**config.mk**
```make
export PLATFORM = sky130hd
export DESIGN_NAME = ramp_sequencer_flat
export DESIGN_NICKNAME = d
export VERILOG_FILES = /design/src/rtl/ramp_sequencer_if.sv /design/src/rtl/ramp_sequencer.sv /design/src/flat_wrapper.sv
export SDC_FILE = /design/constraint.sdc
export NUM_CORES = 1
export LEC_CHECK = 0
export CORE_MARGIN = 5
export CORE_UTILIZATION = 50
export DETAILED_ROUTE_END_ITERATION = 6
export PLACE_DENSITY = 0.88
export SLEW_MARGIN = 20
export SYNTH_ARGS = -nofsm -noshare
export SYNTH_HDL_FRONTEND = slang
export SYNTH_SLANG_ARGS = --single-unit
```
**constraint.sdc**
```tcl
create_clock -name clk -period 2.6 [get_ports clk]
set_input_delay 0.39 -clock clk [delete_from_list [all_inputs] [get_ports clk]]
set_output_delay 0.39 -clock clk [all_outputs]
set_load 0.01 [all_outputs]
```
**src/rtl/ramp_sequencer_if.sv**
```systemverilog
`default_nettype none
`timescale 1ns/1ps
// ============================================================================
// Module   : ramp_sequencer_if
// Purpose  : Bundles the control, configuration and status signals of the
//            ramp sequencer. The slave modport is the sequencer's view and
//            the master modport is the view of whatever drives it.
// Signals  : start, abort           - run request / run termination
//            target, dwell, cycles  - run configuration, latched at start
//            count_in               - value of the external up/down counter
//            enable, updn           - counter enable and direction (1 = up)
//            busy, done, aborted    - run status and one-cycle pulses
//            state, cyc_done        - state encoding and completed cycles
// Revision : 1.0 - initial release
// ============================================================================
interface ramp_sequencer_if #(
    parameter int WIDTH  = 4,
    parameter int NCYC_W = 4
);
    logic              start;
    logic              abort;
    logic [WIDTH-1:0]  target;
    logic [NCYC_W-1:0] dwell;
    logic [NCYC_W-1:0] cycles;
    logic [WIDTH-1:0]  count_in;
    logic              enable;
    logic              updn;
    logic              busy;
    logic              done;
    logic              aborted;
    logic [2:0]        state;
    logic [NCYC_W-1:0] cyc_done;

    modport slave (
        input  start, abort, target, dwell, cycles, count_in,
        output enable, updn, busy, done, aborted, state, cyc_done
    );

    modport master (
        output start, abort, target, dwell, cycles, count_in,
        input  enable, updn, busy, done, aborted, state, cyc_done
    );
endinterface
`default_nettype wire

```
**src/rtl/ramp_sequencer.sv**
```systemverilog
`default_nettype none
`timescale 1ns/1ps
// ============================================================================
// Module   : ramp_sequencer
// Purpose  : Drives an external saturating up/down counter through repeated
//            ramps 0 -> target -> 0, with a programmable dwell at the peak
//            and at zero, a programmable number of cycles (0 = run until
//            aborted), and an abort path that brings the counter back to 0.
// Ports    : clk  - single clock, rising edge
//            rst  - synchronous active-high reset
//            bus  - ramp_sequencer_if.slave (control, config, status)
// Revision : 1.0 - initial release
// ============================================================================
module ramp_sequencer #(
    parameter int WIDTH  = 4,
    parameter int NCYC_W = 4
) (
    input  wire logic          clk,
    input  wire logic          rst,
    ramp_sequencer_if.slave    bus
);

    typedef enum logic [2:0] {
        S_IDLE    = 3'd0,
        S_SEEK_HI = 3'd1,
        S_HOLD_HI = 3'd2,
        S_SEEK_LO = 3'd3,
        S_HOLD_LO = 3'd4,
        S_RETURN  = 3'd5
    } state_t;

    localparam logic [NCYC_W-1:0] c_CYC_MAX = '1;

    state_t             r_state;
    state_t             w_state_nxt;
    logic [WIDTH-1:0]   r_tgt;
    logic [NCYC_W-1:0]  r_dwell;
    logic [NCYC_W-1:0]  r_cyc;
    logic [NCYC_W-1:0]  r_cyc_done;
    logic [NCYC_W-1:0]  r_dwell_cnt;
    logic               r_done;
    logic               r_aborted;

    logic               w_enable;
    logic               w_updn;
    logic               w_accept;
    logic               w_hold_load;
    logic               w_hold_dec;
    logic               w_cyc_step;
    logic               w_done_set;
    logic               w_aborted_set;
    logic               w_hold_last;
    logic               w_cnt_zero;
    logic [NCYC_W-1:0]  w_cyc_done_inc;

    assign w_hold_last    = (r_dwell_cnt == '0);
    assign w_cnt_zero     = (bus.count_in == '0);
    // Completed-cycle count saturates so a continuous run never wraps it.
    assign w_cyc_done_inc = (r_cyc_done == c_CYC_MAX) ? r_cyc_done
                                                      : r_cyc_done + 1'b1;

    always_comb begin
        w_state_nxt   = r_state;
        w_enable      = 1'b0;
        w_updn        = 1'b0;
        w_accept      = 1'b0;
        w_hold_load   = 1'b0;
        w_hold_dec    = 1'b0;
        w_cyc_step    = 1'b0;
        w_done_set    = 1'b0;
        w_aborted_set = 1'b0;

        case (r_state)
            S_IDLE: begin
                // START together with ABORT is treated as no request.
                if (bus.start && !bus.abort) begin
                    w_accept    = 1'b1;
                    w_state_nxt = S_SEEK_HI;
                end
            end
            S_SEEK_HI: begin
                // Direction follows the comparison, so a counter already
                // above the target is walked down to it.
                w_enable = (bus.count_in != r_tgt);
                w_updn   = (bus.count_in < r_tgt);
                if (bus.abort) begin
                    w_state_nxt = S_RETURN;
                end else if (bus.count_in == r_tgt) begin
                    w_hold_load = 1'b1;
                    w_state_nxt = S_HOLD_HI;
                end
            end
            S_HOLD_HI: begin
                w_hold_dec = !w_hold_last;
                if (bus.abort) begin
                    w_state_nxt = S_RETURN;
                end else if (w_hold_last) begin
                    w_state_nxt = S_SEEK_LO;
                end
            end
            S_SEEK_LO: begin
                w_enable = !w_cnt_zero;
                if (bus.abort) begin
                    w_state_nxt = S_RETURN;
                end else if (w_cnt_zero) begin
                    w_hold_load = 1'b1;
                    w_state_nxt = S_HOLD_LO;
                end
            end
            S_HOLD_LO: begin
                w_hold_dec = !w_hold_last;
                if (w_hold_last) begin
                    // The cycle counts even when an abort arrives on the
                    // same edge; the abort only suppresses DONE.
                    w_cyc_step = 1'b1;
                    if (bus.abort) begin
                        w_state_nxt = S_RETURN;
                    end else if ((r_cyc != '0) && (w_cyc_done_inc == r_cyc)) begin
                        w_done_set  = 1'b1;
                        w_state_nxt = S_IDLE;
                    end else begin
                        w_state_nxt = S_SEEK_HI;
                    end
                end else if (bus.abort) begin
                    w_state_nxt = S_RETURN;
                end
            end
            S_RETURN: begin
                w_enable = !w_cnt_zero;
                if (w_cnt_zero) begin
                    w_aborted_set = 1'b1;
                    w_state_nxt   = S_IDLE;
                end
            end
            default: begin
                w_state_nxt = S_IDLE;
            end
        endcase
    end

    always_ff @(posedge clk) begin
        if (rst) begin
            r_state     <= S_IDLE;
            r_tgt       <= '0;
            r_dwell     <= '0;
            r_cyc       <= '0;
            r_cyc_done  <= '0;
            r_dwell_cnt <= '0;
            r_done      <= 1'b0;
            r_aborted   <= 1'b0;
        end else begin
            r_state   <= w_state_nxt;
            // DONE and ABORTED are registered: they pulse in the first
            // IDLE cycle after the run ends.
            r_done    <= w_done_set;
            r_aborted <= w_aborted_set;

            if (w_accept) begin
                r_tgt      <= bus.target;
                r_dwell    <= bus.dwell;
                r_cyc      <= bus.cycles;
                r_cyc_done <= '0;
            end else if (w_cyc_step) begin
                r_cyc_done <= w_cyc_done_inc;
            end

            // Loaded with the dwell on hold entry; the hold exits on the
            // cycle it reads zero, giving dwell+1 hold cycles.
            if (w_hold_load) begin
                r_dwell_cnt <= r_dwell;
            end else if (w_hold_dec) begin
                r_dwell_cnt <= r_dwell_cnt - 1'b1;
            end
        end
    end

    assign bus.enable   = w_enable;
    assign bus.updn     = w_updn;
    assign bus.busy     = (r_state != S_IDLE);
    assign bus.done     = r_done;
    assign bus.aborted  = r_aborted;
    assign bus.state    = r_state;
    assign bus.cyc_done = r_cyc_done;

endmodule
`default_nettype wire
```
**src/flat_wrapper.sv**
```systemverilog
// flat-port wrapper written by rule: the top's interface ports become plain ports
module ramp_sequencer_flat 
#(
    parameter int WIDTH  = 4,
    parameter int NCYC_W = 4
)
  (clk, rst, bus_start, bus_abort, bus_target, bus_dwell, bus_cycles, bus_count_in, bus_enable, bus_updn, bus_busy, bus_done, bus_aborted, bus_state, bus_cyc_done);
  ramp_sequencer_if #(.WIDTH(WIDTH), .NCYC_W(NCYC_W)) bus_i ();
  input  wire logic clk;
  input  wire logic rst;
  input wire logic [$bits(bus_i.start)-1:0] bus_start;
  input wire logic [$bits(bus_i.abort)-1:0] bus_abort;
  input wire logic [$bits(bus_i.target)-1:0] bus_target;
  input wire logic [$bits(bus_i.dwell)-1:0] bus_dwell;
  input wire logic [$bits(bus_i.cycles)-1:0] bus_cycles;
  input wire logic [$bits(bus_i.count_in)-1:0] bus_count_in;
  output wire logic [$bits(bus_i.enable)-1:0] bus_enable;
  output wire logic [$bits(bus_i.updn)-1:0] bus_updn;
  output wire logic [$bits(bus_i.busy)-1:0] bus_busy;
  output wire logic [$bits(bus_i.done)-1:0] bus_done;
  output wire logic [$bits(bus_i.aborted)-1:0] bus_aborted;
  output wire logic [$bits(bus_i.state)-1:0] bus_state;
  output wire logic [$bits(bus_i.cyc_done)-1:0] bus_cyc_done;
  assign bus_i.start = bus_start;
  assign bus_i.abort = bus_abort;
  assign bus_i.target = bus_target;
  assign bus_i.dwell = bus_dwell;
  assign bus_i.cycles = bus_cycles;
  assign bus_i.count_in = bus_count_in;
  assign bus_enable = bus_i.enable;
  assign bus_updn = bus_i.updn;
  assign bus_busy = bus_i.busy;
  assign bus_done = bus_i.done;
  assign bus_aborted = bus_i.aborted;
  assign bus_state = bus_i.state;
  assign bus_cyc_done = bus_i.cyc_done;
  ramp_sequencer #(.WIDTH(WIDTH), .NCYC_W(NCYC_W)) u_core (.clk(clk), .rst(rst), .bus(bus_i));
endmodule
```
==> impl_metrics.json <==
{
  "grt_pass1_vias": 1242,
  "diodes": 0,
  "rsz0062_at_grt": "false",
  "dieArea_um2": 4100,
  "antenna_found_initial": 0,
  "cap_viol_max_count": 0,
  "gp_congestion": 0.852,
  "ys_types": 42,
  "cp_data_arrival_time_ps": 2110,
  "synth_nets": 214,
  "slew_viol_final": 0,
  "syn_avg_cell_area_um2": 7.75,
  "critPathRequiredTime_ps": 2210,
  "rows": 19,
  "whs_ps": 466,
  "tightestPinTransition_ps": 571,
  "area_delta_synth_final_pct": 24.3,
  "core_area_um2": 2780,
  "synth-async-reset-ratio": 0,
  "critPathKind": "in2out",
  "critPathMaxFanout": 4,
  "postCtsHoldBufs": 0,
  "period_minus_slack_ps": 2500,
  "relSlewSlack": 0.619,
  "power.leakage_uw": 0.000655,
  "clkSinkCount": 25,
  "clock_latency_ps": 330,
  "port_buffers": 31,
  "outcome": "completed",
  "ys_warn_count": 0,
  "place_inst": 242,
  "wl_per_cell_um": 12.9,
  "regToRegStartpoint": "u_core.bus.cyc_done[0]",
  "r2r_setup_slack_ps": 420,
  "worst_clock_skew_ps": 8.64,
  "fmax_ghz": 0.400,
  "hpwl_mm": 2.41,
  "crit_path_start_kind": "input port",
  "first_pass_iters": 4,
  "dominantRegCellSynth": "dfxtp_1",
  "cts_tree": "yes",
  "die_h_um": 64.0,
  "multi_input_area_um2": 870,
  "drive_above_1_share": 0.0605,
  "nNetsFinal": 242,
  "clockRootBuffer": "clkbuf_4",
  "htreeDepth": 1,
  "die_w_um": 64.0,
  "ir_worst_vdd_v": 0.000499,
  "power_density_nw_per_um2": 632,
  "endpoint_kind": "output pin",
  "hold_viol_final": 0,
  "fin_util": 0.651,
  "synthesis.instances": 188,
  "io_pins": 32,
  "reg2reg_to": "u_core.bus.state[0]",
  "ff_latch_area_um2": 500,
  "ys_seq_area_frac": 0.343,
  "cp-startpoint": "bus_count_in[0]",
  "cts_setup_buffers": 0,
  "initial_utilization": 0.524,
  "finalSetupViolCount": 0,
  "ant_nets": 0,
  "total_power_uw": 1150,
  "ys_seq_elements": 25,
  "num_vias": 1389,
  "clk_path_buf_depth": 2,
  "grt_pass1_wl_mm": 5.38,
  "fillCellCount": 258,
  "syn_area_um2": 1460,
  "fin_setup_tns_ps": 0,
  "finalCritPeriodShare": 0.962,
  "via_per_inst": 5.65,
  "final_cells": 246,
  "cp-endpoint": "bus_enable",
  "route.detailed.drc": 0,
  "grt-ovfl-total": 0,
  "drt_iter0_markers": 71,
  "worst-r2r-cell-count": 6,
  "path_clk_slew_ps": 150,
  "min_path_type": "reg2reg",
  "cts_buffers": 3,
  "grtUsageTotal": 0.154,
  "grt_max_degree": 18,
  "synth_edf_count": 0,
  "finalWirelength_mm": 3.17
}
==> through the flow <==
step,cell area (um2),setup slack (ps)
final,1810,98.6
after floorplan,1460,532
after global routing,1810,7.50
after global placement,1790,-233
after CTS,1820,53.0
after detailed placement,1790,-262
==> worst max-delay path, stage by stage <==
cell	delay (ps)
clkdlybuf4s50_1	480
inv_1	50
ha_1	280
nand4_1	130
a22oi_1	100
nor2b_1	120
clkdlybuf4s50_1	560
==> sequential cells by signal (all words and copies together) (netlist names) <==
signal and flops:
u_core.bus.aborted 1, u_core.bus.cyc_done 4, u_core.bus.done 1, u_core.bus.state 3
u_core.r_cyc 4, u_core.r_dwell 4, u_core.r_dwell_cnt 4, u_core.r_tgt 4
==> cell type report <==
type,count,share of cell area
inverter,10,0.0207
sequential,25,0.276
tap,31,0.0214
timing repair buffer,35,0.185
multi-input combinational,141,0.480
clock buffer,3,0.0124
clock inverter,1,0.00414
==> cells in the mapped netlist, types with 2 or more instances <==
cell type | count | area, um2
a31oi_1 | 2 | 12.5
xor2_1 | 2 | 17.5
clkbuf_1 | 9 | 33.8
or4_1 | 3 | 22.5
ha_1 | 6 | 75.1
nand3b_1 | 2 | 15.0
nand3_1 | 5 | 25.0
mux2i_1 | 5 | 50.1
nor3_1 | 8 | 40.0
a21oi_1 | 19 | 95.1
and3_1 | 2 | 12.5
nand4_1 | 2 | 12.5
o21ai_0 | 6 | 30.0
a2111oi_0 | 3 | 26.3
nand2_1 | 31 | 116
nor4_1 | 2 | 12.5
nand2b_1 | 5 | 31.3
xnor2_1 | 4 | 35.0
nor3b_1 | 2 | 15.0
nor2_1 | 9 | 33.8
dfxtp_1 | 25 | 500
nor2b_1 | 4 | 25.0
or3_1 | 4 | 25.0
inv_1 | 10 | 37.5
==> kinds of logic (layout without fill, tap and decap cells) <==
group	count (synthesis)	in the layout	synth area share
and+or+nand+nor	84	84	0.304
xor gates and xnor gates	6	6	0.0361
buffers and inverters	22	49	0.0601
AOI/OAI and AO/OA	39	39	0.163
DFF	25	25	0.343
muxes	6	6	0.0421
adders and majority gates	6	6	0.0515
==> how the worst min path moves through the flow <==
stage	from	endpoint	slack [ps]	cells past startpoint
floorplan	u_core.r_dwell[1]	u_core.r_dwell_cnt[1]	430	2
global placement	u_core.r_dwell[1]	u_core.r_dwell_cnt[1]	440	2
detailed placement	u_core.r_tgt[1]	u_core.r_tgt[1]	450	2
CTS	u_core.r_tgt[1]	u_core.r_tgt[1]	470	2
global route	u_core.r_dwell[2]	u_core.r_dwell[2]	490	2
finish	u_core.r_tgt[1]	u_core.r_tgt[1]	470	2
==> routing by layer <==
| metal | global-route usage | up-vias | part of all wire |
|---|---|---|---|
| met5 | 0 | - | 0 |
| met4 | 0.0545 | 0 | 0.013 |
| met3 | 0.0228 | 4 | 0.062 |
| met2 | 0.254 | 45 | 0.46 |
| met1 | 0.203 | 625 | 0.46 |
| li1 | - | 715 | - |
==> power breakdown <==
group,internal [uW],total [uW],switching [uW]
clock,58.9,182,123
sequential,423,475,51.9
combinational,241,489,248
==> timing repair <==
item | CTS | global route
gates resized for setup | 1 | 2
hold endpoints to repair | 0 | 0
setup endpoints to repair | 1 | 1
pin swaps | 0 | 0
==> placed cells by master, fill, tap and decap left out, drive strengths merged, types with 3 or more instances in the layout <==
master / instances
a2111oi: 3
a21oi: 19
buf: 4
clkbuf: 4
clkdlybuf4s50: 30
dfxtp: 25
ha: 6
inv: 10
mux2i: 5
nand2: 31
nand2b: 5
nand3: 5
nor2: 9
nor2b: 4
nor3: 8
nor3b: 3
o21ai: 6
or3: 4
or4: 4
xnor2: 4
Note: power is estimated with default switching activity, not from simulation.
==> edit: new RTL, config.mk and constraints unchanged <==
`WIDTH` is set to 4 in 3 places; all go to 3.
--- a/src/rtl/ramp_sequencer_if.sv
+++ b/src/rtl/ramp_sequencer_if.sv
@@ -14,7 +14,7 @@
 // Revision : 1.0 - initial release
 // ============================================================================
 interface ramp_sequencer_if #(
-    parameter int WIDTH  = 4,
+    parameter int WIDTH  = 3,
     parameter int NCYC_W = 4
 );
     logic              start;
--- a/src/rtl/ramp_sequencer.sv
+++ b/src/rtl/ramp_sequencer.sv
@@ -12,7 +12,7 @@
 // Revision : 1.0 - initial release
 // ============================================================================
 module ramp_sequencer #(
-    parameter int WIDTH  = 4,
+    parameter int WIDTH  = 3,
     parameter int NCYC_W = 4
 ) (
     input  wire logic          clk,
--- a/src/flat_wrapper.sv
+++ b/src/flat_wrapper.sv
@@ -1,7 +1,7 @@
 // flat-port wrapper written by rule: the top's interface ports become plain ports
 module ramp_sequencer_flat 
 #(
-    parameter int WIDTH  = 4,
+    parameter int WIDTH  = 3,
     parameter int NCYC_W = 4
 )
   (clk, rst, bus_start, bus_abort, bus_target, bus_dwell, bus_cycles, bus_count_in, bus_enable, bus_updn, bus_busy, bus_done, bus_aborted, bus_state, bus_cyc_done);
Interface: changed (resized bus_count_in and bus_target); port bits go from 32 to 30. The function was not compared with the original's and may differ.
==> edit against the unedited design <==
- clock skew shrank 0.0066 ns
- design area fell by 3.5%
- sequential cell count fell by 1
- area after synthesis fell by 6.6%
- routed wire length fell by 2.0%
- critical endpoint unchanged
- setup slack better by 0.020 ns
- synthesized cell count down 8.5%
Power is not compared: it rests on default switching activity, and its combinational part moved more than twofold at a synthesized area within 25%.
==> edit: results <==
export IMPL_status="complete, no violations"
export IMPL_dp_hpwl_um=2450
export IMPL_crit_fanout=3
export IMPL_drive_above_1_share_pct=7.84
export IMPL_place_congestion=0.837
export IMPL_critical_path_arrival_ns=2.09
export IMPL_worstMarginPinSlew_ns=0.519
export IMPL_use_met3_pct=2.16
export IMPL_hold_ws_ns=0.474
export IMPL_diodes=0
export IMPL_nNetsFinal=228
export IMPL_ys_seq_area_share_pct=35.3
export IMPL_min_from="u_core.r_dwell[3]"
export IMPL_synth_area_top_cells="dfxtp_1, nand2_1, a21oi_1"
export IMPL_routed_wl_um=3110
export IMPL_synth_flop_cell="dfxtp_1"
export IMPL_grt_pass1_vias=1317
export IMPL_skew_ns=0.00206
export IMPL_ys_types=43
export IMPL_placed_area_mm2=0.00171
export IMPL_grt_pass1_wl_um=5330
export IMPL_use_met1_pct=19.2
export IMPL_drt_iter0_markers=46
export IMPL_worstSkewPairLatency_ns=0.31
export IMPL_vias_per_cell=5.74
export IMPL_io_buffers=29
export IMPL_yosys_top_cells_count="nand2_1, dfxtp_1, a21oi_1"
export IMPL_nFillCells=235
export IMPL_critPathMaxStageDelay_ns=0.50
export IMPL_synth_nets=195
export IMPL_grt_use_met2_pct=27.7
export IMPL_whs_endpoint="u_core.r_dwell[3]"
==> edit: worst max path at each step <==
stage | start | end | slack (ns) | cells past startpoint
after floorplan | u_core.bus.cyc_done[0] | u_core.bus.state[0] | 0.84 | 6
after global placement | bus_count_in[0] | bus_enable | -0.10 | 8
after detailed placement | bus_count_in[0] | bus_enable | -0.16 | 8
after CTS | bus_count_in[1] | bus_updn | 0.03 | 6
after global routing | bus_count_in[0] | bus_enable | 0.03 | 8
final | bus_count_in[0] | bus_enable | 0.12 | 8
==> edit: logic make-up after synthesis <==
family          share of synthesized area (%)
compound gates                           20.1
simple gates                             30.8
buf+inv                                  3.95
fa+ha+maj                                4.60
mux                                     0.735
flops                                    35.3
xor+xnor                                 4.50
==> edit: where the power goes <==
part | internal, mW | total (mW) | switching [mW] | leakage, nW
clock network | 0.0855 | 0.197 | 0.112 | 0.0210
registers | 0.385 | 0.413 | 0.0284 | 0.195
logic | 0.101 | 0.188 | 0.0870 | 0.453
total | 0.571 | 0.799 | 0.227 | 0.669
==> edit: area by class of cell <==
cell class	count	share of cell area (%)
clock buffer	4	2.07
inverter	6	1.29
multi-input combinational	134	47.3
sequential	24	27.5
tap	31	2.22
timing repair buffer	36	19.7
==> edit: timing repair <==
item                       in CTS  in global routing
setup endpoints to repair       1                  1
gates resized for setup         1                  1
buffers inserted                0                  0
pin swaps                       0                  0
==> edit: routing by layer <==
layer	vias up	share of wire, %	routed length, um
met4	0	1.4	43
met1	631	42	1320
met5	-	0	0
li1	680	-	-
met2	33	52	1620
met3	4	3.8	118
==> edit: stage by stage <==
stage / total power, mW / setup WS, ns / setup TNS (ns) / util (%) / cells
5_1_grt: 0.850 / 0.0299 / 0 / 65.1 / 235
2_1_floorplan: 0.525 / 0.843 / 0 / - / 172
3_5_place_dp: 0.612 / -0.158 / -0.158 / 63.7 / 231
4_1_cts: 0.806 / 0.0258 / 0 / 65.0 / 235
3_3_place_gp: 0.602 / -0.102 / -0.102 / 63.7 / 231
6_report: 0.799 / 0.119 / 0 / 65.1 / 235
==> edit: tightest hold or removal path, stage by stage (launching register included) <==
cell and delay [ns]:
dfxtp_1 0.34, nand2_1 0.05, a21oi_1 0.05
